===== src/rtl/fifo_stream_pkg.sv =====
// rtl/fifo_stream_pkg.sv - shared constants and helpers for the FIFO stream reader
package fifo_stream_pkg;

    localparam int STAT_WIDTH = 32;

    // One slot per outstanding pop plus one so a full pipe can keep issuing while the head waits
    function automatic int buf_depth(input int rd_latency);
        return rd_latency + 1;
    endfunction

endpackage


===== src/rtl/stream_skid_buffer.sv =====
// rtl/stream_skid_buffer.sv - WIDTH x DEPTH register FIFO with same-cycle push/pop
module stream_skid_buffer #(
    parameter int  WIDTH = 16,
    parameter int  DEPTH = 3,
    localparam int PTR_W = (DEPTH > 1) ? $clog2(DEPTH) : 1,
    localparam int CNT_W = $clog2(DEPTH + 1)
) (
    input  logic             clk,
    input  logic             rst_n,
    input  logic             push_i,
    input  logic [WIDTH-1:0] push_data_i,
    input  logic             pop_i,
    output logic [WIDTH-1:0] head_o,
    output logic [CNT_W-1:0] count_o
);

    logic [WIDTH-1:0] mem_q [DEPTH];
    logic [PTR_W-1:0] wr_ptr_q, wr_ptr_d;
    logic [PTR_W-1:0] rd_ptr_q, rd_ptr_d;
    logic [CNT_W-1:0] count_q, count_d;

    function automatic logic [PTR_W-1:0] ptr_inc(input logic [PTR_W-1:0] p);
        return (p == PTR_W'(DEPTH - 1)) ? '0 : p + PTR_W'(1);
    endfunction

    always_comb begin
        wr_ptr_d = push_i ? ptr_inc(wr_ptr_q) : wr_ptr_q;
        rd_ptr_d = pop_i ? ptr_inc(rd_ptr_q) : rd_ptr_q;
        count_d  = count_q;
        if (push_i && !pop_i) begin
            count_d = count_q + CNT_W'(1);
        end else if (pop_i && !push_i) begin
            count_d = count_q - CNT_W'(1);
        end
    end

    // Storage is cleared on reset so the head reads zero while empty after reset
    always_ff @(posedge clk or negedge rst_n) begin
        if (!rst_n) begin
            for (int i = 0; i < DEPTH; i++) begin
                mem_q[i] <= '0;
            end
            wr_ptr_q <= '0;
            rd_ptr_q <= '0;
            count_q  <= '0;
        end else begin
            if (push_i) begin
                mem_q[wr_ptr_q] <= push_data_i;
            end
            wr_ptr_q <= wr_ptr_d;
            rd_ptr_q <= rd_ptr_d;
            count_q  <= count_d;
        end
    end

    assign head_o  = mem_q[rd_ptr_q];
    assign count_o = count_q;

endmodule


===== src/rtl/fifo_stream_reader.sv =====
// rtl/fifo_stream_reader.sv - FIFO read-side consumer with credit-checked pops (stats: FIFO_STREAM_READER_STATS_EN)
module fifo_stream_reader
    import fifo_stream_pkg::*;
#(
    parameter int WIDTH      = 16,
    parameter int RD_LATENCY = 2
) (
    input  logic                  clk,
    input  logic                  rst_n,
    output logic                  fifo_rd_en,
    input  logic [WIDTH-1:0]      fifo_rd_data,
    input  logic                  fifo_rd_empty,
    output logic                  out_valid,
    input  logic                  out_ready,
    output logic [WIDTH-1:0]      out_data,
    output logic [STAT_WIDTH-1:0] stat_words,
    output logic [STAT_WIDTH-1:0] stat_stalls
);

    localparam int BUF_DEPTH = buf_depth(RD_LATENCY);
    localparam int CNT_W     = $clog2(BUF_DEPTH + 1);
    localparam int OCC_W     = $clog2(2 * BUF_DEPTH + 1);

    logic [RD_LATENCY-1:0] inflight_q, inflight_d;
    logic [CNT_W-1:0]      buf_count;
    logic [OCC_W-1:0]      occ, occ_net;
    logic                  consume;
    logic                  land;

    assign consume = out_valid && out_ready;
    assign land    = inflight_q[RD_LATENCY-1];

    // Every pop already issued owns a buffer slot; a word leaving this cycle frees one
    always_comb begin
        occ = OCC_W'(buf_count);
        for (int i = 0; i < RD_LATENCY; i++) begin
            occ = occ + OCC_W'(inflight_q[i]);
        end
        occ_net    = occ - OCC_W'(consume);
        fifo_rd_en = rst_n && !fifo_rd_empty && (occ_net < OCC_W'(BUF_DEPTH));
    end

    always_comb begin
        inflight_d    = '0;
        inflight_d[0] = fifo_rd_en;
        for (int i = 1; i < RD_LATENCY; i++) begin
            inflight_d[i] = inflight_q[i-1];
        end
    end

    always_ff @(posedge clk or negedge rst_n) begin
        if (!rst_n) begin
            inflight_q <= '0;
        end else begin
            inflight_q <= inflight_d;
        end
    end

    stream_skid_buffer #(
        .WIDTH (WIDTH),
        .DEPTH (BUF_DEPTH)
    ) u_skid (
        .clk         (clk),
        .rst_n       (rst_n),
        .push_i      (land),
        .push_data_i (fifo_rd_data),
        .pop_i       (consume),
        .head_o      (out_data),
        .count_o     (buf_count)
    );

    assign out_valid = (buf_count != '0);

`ifdef FIFO_STREAM_READER_STATS_EN
    logic [STAT_WIDTH-1:0] words_q, words_d;
    logic [STAT_WIDTH-1:0] stalls_q, stalls_d;

    always_comb begin
        words_d  = words_q + STAT_WIDTH'(consume);
        stalls_d = stalls_q + STAT_WIDTH'(out_valid && !out_ready);
    end

    always_ff @(posedge clk or negedge rst_n) begin
        if (!rst_n) begin
            words_q  <= '0;
            stalls_q <= '0;
        end else begin
            words_q  <= words_d;
            stalls_q <= stalls_d;
        end
    end

    assign stat_words  = words_q;
    assign stat_stalls = stalls_q;
`else
    assign stat_words  = '0;
    assign stat_stalls = '0;
`endif

endmodule


===== config.mk =====
export PLATFORM = sky130hd
export DESIGN_NAME = fifo_stream_reader
export DESIGN_NICKNAME = d
export VERILOG_FILES = /design/src/rtl/fifo_stream_pkg.sv /design/src/rtl/stream_skid_buffer.sv /design/src/rtl/fifo_stream_reader.sv
export SDC_FILE = /design/constraint.sdc
export NUM_CORES = 1
export LEC_CHECK = 0
export BUFFER_PORTS_ARGS = -buffer_cell sky130_fd_sc_hd__buf_2
export CAP_MARGIN = 20
export CORE_MARGIN = 5
export CORE_UTILIZATION = 35
export CTS_BUF_LIST = sky130_fd_sc_hd__clkbuf_4
export CTS_CLUSTER_SIZE = 10
export DETAILED_ROUTE_END_ITERATION = 8
export SYNTH_ARGS = -nofsm -noshare
export SYNTH_HDL_FRONTEND = slang
export SYNTH_SLANG_ARGS = --single-unit

===== constraint.sdc =====
create_clock -name clk -period 3.2 [get_ports clk]
set_input_delay 0.32 -clock clk [delete_from_list [all_inputs] [get_ports clk]]
set_output_delay 0.32 -clock clk [all_outputs]
set_load 0.1 [all_outputs]

==> implementation parameters, run 1 <==
Parameter                              Value

Timing
  Final critical delay including setup and external delays ... slightly above 3 ns
  Setup-failing EPs final ... 0
  Worst Clk Skew ... ~0.0027 ns
  Share of the clock period used by the worst path ... between 90% and 100%
  Number of hold-slack violations in the final timing report ... 0
  Remaining max-slew budget at the tightest pin ... between 30% and 40%
  Maximum clock frequency ... between 300 and 400 MHz
  Hold slack ... about 0.13 ns
  Number of pins exceeding their max-slew limit in the final report ... 0
  Unrepaired setup endpoints after global routing ... no
  Worst slew pin tran ... a little over 1 ns

Synthesis
  Top FF cell, synth ... sky130_fd_sc_hd__dfrtp_1
  Yosys warning total ... 0
  Netlist cell types ... 27
  Mapped Cells ... 259
  Syn_area_per_cell ... approximately 12 sq um
  Number of register bits inferred by synthesis ... 56
  Adder and majority gate portion of the synthesized area ... 2.129%
  Cell area after synthesis ... slightly above 3000 sq um
  Fraction of synthesized area in multiplexers ... around a quarter
  Combinational family with the most area after synthesis ... multiplexers
  Proportion of synthesized chip area in sequential cells ... about 46%
  Synthesized-area fraction occupied by and/or/nand/nor cells ... 4.013%
  Ys async rst share ... 100.0%
  Xor and xnor fraction of the mapped netlist area ... under 10%
  Compound-Gate Fraction of Synth Area ... under 10%
  Post-synth EDFFs ... 0

Job
  Number of max-capacitance violations reported ... 0

Drt
  First-iteration detailed-routing DRC count ... 48
  First-pass DRT Iterations ... 4
  Via count ... between 1,500 and 2,000
  Remaining antenna violation count after routing ... 0
  Overall routed net length ... between 5 and 6 mm
  Detailed-route wire length per cell ... 13.98 um
  Via-per-instance ratio ... between 4 and 5
  Residual DRC count ... 0

Floorplan
  Die boundary height ... around 100 um
  Area of the core ... ~8600 sq um
  Top-level port count ... ~100
  Starting density of the core ... between 30% and 40%
  Die Outline Area ... around 11,000 sq um
  Row count ... 34
  Horiz. Die Dim ... just over 100 um

Critical path
  Critical path data required time ... between 2 and 3 ns
  Top Family by Delay on Critical Path ... adder cells
  Type of element capturing the critical path ... output pin
  Startpoint types ... register
  Worst reg2reg path depth ... 7
  Reg-to-Reg Start ... u_skid.count_o[1]
  CP Max Fanout ... 4
  Worst reg2reg path endpoint ... inflight_q[0]
  Delay contributed by the slowest stage of the critical path ... between 0.4 and 0.5 ns
  Ordered list of cells on the worst path ... o21ai_4 -> ha_4 -> fa_2 -> inv_2 -> fa_1 -> nor2b_4 -> nor4b_4 -> buf_12
  Slowest stage cell on the critical path ... sky130_fd_sc_hd__dfrtp_2
  Slack of the worst reg-to-reg path ... between 0.9 and 1 ns
  Buffers & Inverters on Critical Path ... 2
  Start-to-end type of the worst setup path ... register to output pin
  Data arrival time at the worst-slack endpoint ... 2.76 ns

CTS
  CTS tree ... built
  Clock root buffer ... sky130_fd_sc_hd__clkbuf_4
  Number of hold-repair buffers added at the cts stage ... 0
  Clock transition at path regs ... between 0.1 and 0.15 ns
  Depth of the CTS H-tree ... 2
  Clock Sink Count ... 56
  Number of CTS-inserted buffers ... 5
  Max Buffers Root-to-Sink ... 2
  Clock latency reported for the late side of the worst-skew pair ... 0.36 ns

Finish
  Final Instance Area ... roughly 3500 sq um
  Signed area change from the synthesized netlist to the final layout ... 13.60%
  Ant diodes ... 0
  Commonest non-fill, non-tap cell in the layout ... sky130_fd_sc_hd__conb_1
  Post-layout net count ... ~320
  Final core utilization ... just over 40%
  Commonest cells after routing, fill and taps aside ... sky130_fd_sc_hd__conb_1 (64), sky130_fd_sc_hd__dfrtp_1 (54), sky130_fd_sc_hd__mux2_2 (38), sky130_fd_sc_hd__buf_2 (20), sky130_fd_sc_hd__nand2_1 (19)
  Share of post-route cells with drive strength above 1 ... 36.45%

Placement
  Final GP Congestion ... 0.7354
  Cell area reported after detailed placement ... 3397 sq um
  Number of buffers added on ports ... 37
  Dpl hpwl ... around 4 mm

Min path
  Start point of the worst min-delay path ... fifo_rd_empty
  Cell count of the worst hold path ... 2
  Terminating pin of the worst hold path ... inflight_q[0]
  Path category of the worst min-delay check ... input port to register

Global routing
  GR Util All Layers ... around 11%
  GRT met1 Usage ... a little over an eighth
  Vias in the first global route ... 1,893
  Busiest metal layer after global routing ... met2
  GRT Residual Overflow ... 0
  Met3 Usage GRT ... under 10%
  Antenna violations before repair ... 0
  Maximum number of pins on one net before global-route repair ... 57
  Met2 track utilization from global routing ... 20.10%
  Wire length of the first global-routing pass ... about 9 mm

Status
  Result of the run ... finished, final reports clean
==> area by class of cell <==
type                       count  area, sq um
sequential                    56         1404
fill                         824         5122
clock inverter                 1        3.754
multi-input combinational    184         1360
timing repair buffer          43        485.5
inverter                       8        30.03
clock buffer                   7        52.55
tap                          108        135.1
==> registers in the layout, summed over array words and instances, names as in the netlist <==
name             flops
u_skid.wr_ptr_q      2
u_skid.count_o       2
u_skid.mem_q        48
u_skid.rd_ptr_q      2
inflight_q           2
==> Yosys cell counts (2+ instances only) <==
library cell                n  area share [%]
sky130_fd_sc_hd__mux2_4    10             4.9
sky130_fd_sc_hd__xnor2_1    3            0.86
sky130_fd_sc_hd__a21o_1     2            0.49
sky130_fd_sc_hd__buf_4     65              16
sky130_fd_sc_hd__o21ai_0   18             2.9
sky130_fd_sc_hd__fa_1       2             1.3
sky130_fd_sc_hd__mux2_2    38              14
sky130_fd_sc_hd__ha_1       2            0.82
sky130_fd_sc_hd__nor2b_1    2            0.41
sky130_fd_sc_hd__buf_2      3            0.49
sky130_fd_sc_hd__inv_2      2            0.25
sky130_fd_sc_hd__dfrtp_1   56              46
sky130_fd_sc_hd__inv_1      6            0.74
sky130_fd_sc_hd__nand2_1   19             2.3
sky130_fd_sc_hd__clkbuf_1   4            0.49
sky130_fd_sc_hd__mux2i_1   16             5.2
==> metal layers <==
layer	wire (um)	share of wire, %	vias to the layer above
li1	-	-	809
met1	2346	41	869
met2	2811	49	75
met3	479	8.4	4
met4	51	0.90	0
met5	0	0	-
==> through the flow <==
stage | instances | worst slack, ns | setup TNS, ns
after floorplan | 322 | -0.06462 | -0.06462
after global placement | 398 | 0.4575 | 0
after detailed placement | 398 | 0.3930 | 0
after CTS | 406 | 0.005268 | 0
after global routing | 407 | 0.003868 | 0
final | 407 | 0.1181 | 0
==> worst max-delay path by stage <==
stage | from | end | slack [ns] | cells past startpoint
floorplan | u_skid.count_o[0] | fifo_rd_en | -0.06 | 7
global placement | u_skid.count_o[0] | fifo_rd_en | 0.46 | 8
detailed placement | u_skid.count_o[0] | fifo_rd_en | 0.39 | 8
CTS | u_skid.count_o[0] | fifo_rd_en | 0.005 | 8
global route | u_skid.count_o[1] | fifo_rd_en | 0.004 | 8
finish | u_skid.count_o[1] | fifo_rd_en | 0.12 | 8
==> worst register-to-register path, stage by stage, from the launching register on <==
cell and delay, ns:
sky130_fd_sc_hd__dfrtp_2 0.46, sky130_fd_sc_hd__o21ai_4 0.21, sky130_fd_sc_hd__ha_4 0.24, sky130_fd_sc_hd__fa_2 0.33
sky130_fd_sc_hd__inv_2 0.07, sky130_fd_sc_hd__fa_1 0.41, sky130_fd_sc_hd__nor2b_4 0.14, sky130_fd_sc_hd__nor4b_4 0.32
==> timing repair <==
item	4_1_cts	5_1_grt
resized for setup	1	2
endpoints found under the setup margin	1	1
pin swaps	0	2
buffers inserted	0	1
==> cells by family (layout without fill, tap and decap cells) <==
family / count (synthesis) / in the layout
buffers and inverters: 82 / 59
AO/OA/AOI/OAI: 21 / 21
adder cells (fa/ha/maj): 4 / 4
multiplexers: 64 / 64
other: 1 / 64
XOR/XNOR: 4 / 4
AND/OR/NAND/NOR: 27 / 27
flip-flops: 56 / 56
Power of run 1 is not shown: default switching activity piles up to over one toggle a cycle in this logic, so the estimate is an artifact.
==> run 2, diff against run 1 <==
CORE_MARGIN = 2   (was 5)
==> run 2 against run 1 <==
  * Count of clock-buffer cells in the layout down 1
  * Critical path depth did not move
  * Global-route usage decreased by 0.089 points
  * Die area decreased by 11%
  * Cell count shrank 0.49%
  * Worst hold slack better by 0.0019 ns
  * Wire length shrank 10%
  * Critical path type unchanged
  * Critical endpoint unchanged
  * Largest cell class unchanged
==> implementation parameters, run 2 (synthesis results as in run 1) <==
Parameter                              Value

Critical path
  Startpoint types ... register
  Data arrival time at the worst-slack endpoint ... 2.77 ns (about the same)
  Type of element capturing the critical path ... output pin
  Critical path data required time ... 2.88 ns (about the same)
  CP Max Fanout ... 5 (+1)
  Start-to-end type of the worst setup path ... register to output pin

Finish
  Commonest non-fill, non-tap cell in the layout ... sky130_fd_sc_hd__conb_1
  Flip-flop count of the largest register after layout ... 48 (unchanged)
  Final standard cell count with taps included and fillers excluded ... 405 (-0.49%)
  Signed area change from the synthesized netlist to the final layout ... 13.10%
  Commonest cells after routing, fill and taps aside ... sky130_fd_sc_hd__conb_1 (64), sky130_fd_sc_hd__dfrtp_1 (55), sky130_fd_sc_hd__mux2_2 (38), sky130_fd_sc_hd__buf_2 (20), sky130_fd_sc_hd__nand2_1 (19)
  Post-layout net count ... 321 (-0.31%)
  Share of post-route cells with drive strength above 1 ... 36.03% (-0.43 points)
  Largest reg by FF count ... u_skid.mem_q
  Ant diodes ... 0 (unchanged)

Drt
  First-pass DRT Iterations ... 2 (-2)
  Remaining antenna violation count after routing ... 0 (unchanged)
  First-iteration detailed-routing DRC count ... 57 (+19%)
  Detailed-route wire length per cell ... 12.62 um (-9.7%)
  Via count ... 1,754 (-0.17%)
  Overall routed net length ... 5.112 mm (-10%)
  Residual DRC count ... 0 (unchanged)
  Via-per-instance ratio ... 4.331 (+0.32%)

Timing
  Setup-failing EPs final ... 0 (unchanged)
  Number of hold-slack violations in the final timing report ... 0 (unchanged)
  Number of pins exceeding their max-slew limit in the final report ... 0 (unchanged)
  Worst slew pin tran ... 0.9880 ns (-0.04585 ns)
  Maximum clock frequency ... 323.5 MHz (-0.30%)
  Unrepaired setup endpoints after global routing ... no
  Remaining max-slew budget at the tightest pin ... 34.13% (+3.2 points)
  Worst Clk Skew ... 0.01127 ns (+0.008573 ns)
  Final critical delay including setup and external delays ... 3.091 ns (+0.009375 ns)
  Share of the clock period used by the worst path ... 96.60% (+0.29 points)

CTS
  Clock latency reported for the late side of the worst-skew pair ... 0.36 ns (about the same)
  Max Buffers Root-to-Sink ... 2 (unchanged)
  Clock transition at path regs ... 0.14 ns (about the same)
  Clock root buffer ... sky130_fd_sc_hd__clkbuf_4
  Clock Sink Count ... 56 (unchanged)
  Depth of the CTS H-tree ... 2 (unchanged)
  CTS tree ... built
  Number of CTS-inserted buffers ... 5 (unchanged)
  Number of hold-repair buffers added at the cts stage ... 0 (unchanged)

Floorplan
  Starting density of the core ... 35.56% (unchanged)
  Horiz. Die Dim ... 97.44 um (-5.8%)
  Die Outline Area ... 9494 sq um (-11%)
  Top-level port count ... 102 (unchanged)
  Die boundary height ... 97.44 um (-5.8%)
  Row count ... 34 (unchanged)
  Area of the core ... 8593 sq um (unchanged)

Global routing
  Maximum number of pins on one net before global-route repair ... 57 (unchanged)
  GRT Residual Overflow ... 0 (unchanged)
  Antenna violations before repair ... 0 (unchanged)
  Vias in the first global route ... 1,620 (-14%)
  Wire length of the first global-routing pass ... 8.397 mm (-8.3%)
  GR Util All Layers ... 11.09% (-0.089 points)

Status
  Result of the run ... finished, final reports clean

Min path
  Path category of the worst min-delay check ... input port to asynchronous set/reset pin

Placement
  Number of buffers added on ports ... 37 (unchanged)
  Dpl hpwl ... 3.492 mm (-12%)
  Total instance count after detailed placement ... 398 (unchanged)
  Final GP Congestion ... 0.7061 (-4.0%)

Job
  Number of max-capacitance violations reported ... 0 (unchanged)
[run 2: final cells by class]
cell class | count | area [sq um]
fillers | 823 | 5137
flip-flops and latches | 56 | 1403
multi-input cells | 184 | 1360
repair buffers | 42 | 478.0
well taps | 108 | 135.1
clock buffers | 6 | 45.04
inverters | 8 | 30.03
clock inverters | 1 | 5.005
[run 2: stage by stage]
step / util [%] / hold slack, ns / setup slack (ns) / TNS, ns / area, sq um
after floorplan: - / 0.02441 / -0.06462 / -0.06462 / 3333
after detailed placement: 39.53 / 0.3736 / 0.4234 / 0 / 3397
after global placement: 39.53 / 0.3750 / 0.4580 / 0 / 3397
after global routing: 40.22 / 0.1107 / 0.001516 / 0 / 3456
final: 40.22 / 0.1352 / 0.1087 / 0 / 3456
after CTS: 40.20 / 0.1197 / 0.03474 / 0 / 3455
[run 2: per-layer routing]
metal | GRT usage [%] | vias up | share of wire (%)
met4 | 3.312 | 0 | 1.3
met2 | 18.46 | 75 | 49
met3 | 2.590 | 6 | 5.8
met5 | 0 | - | 0
li1 | - | 805 | -
met1 | 14.42 | 868 | 44
[run 2: final timing paths]
path                                   startpoint           endpoint  slack [ns]  cells after the start
max in group asynchronous                   rst_n  u_skid.count_o[0]        2.58                      2
worst max register to register  u_skid.count_o[0]      inflight_q[0]        0.90                      7
worst min-delay path                        rst_n   u_skid.mem_q[41]        0.14                      2
worst max-delay path            u_skid.count_o[0]         fifo_rd_en        0.11                      8
worst min register to register      inflight_q[0]      inflight_q[1]        0.40                      0
min in group clk                    fifo_rd_empty      inflight_q[0]        0.14                      2
[run 2: what timing repair did]
item / CTS / global route
cloned: 0 / 0
pin swaps: 0 / 1
setup endpoints to repair: 1 / 1
resized for setup: 1 / 1
buffers inserted: 0 / 0
[run 2: worst max-delay path, stage by stage, from the launching register on]
cell                      delay, ns
sky130_fd_sc_hd__dfrtp_2       0.47
sky130_fd_sc_hd__o21ai_4       0.22
sky130_fd_sc_hd__ha_4          0.24
sky130_fd_sc_hd__fa_2          0.33
sky130_fd_sc_hd__inv_2         0.07
sky130_fd_sc_hd__fa_1          0.41
sky130_fd_sc_hd__nor2b_4       0.14
sky130_fd_sc_hd__nor4b_4       0.32
sky130_fd_sc_hd__buf_12        0.22
Power of run 2 is left out for the same reason.
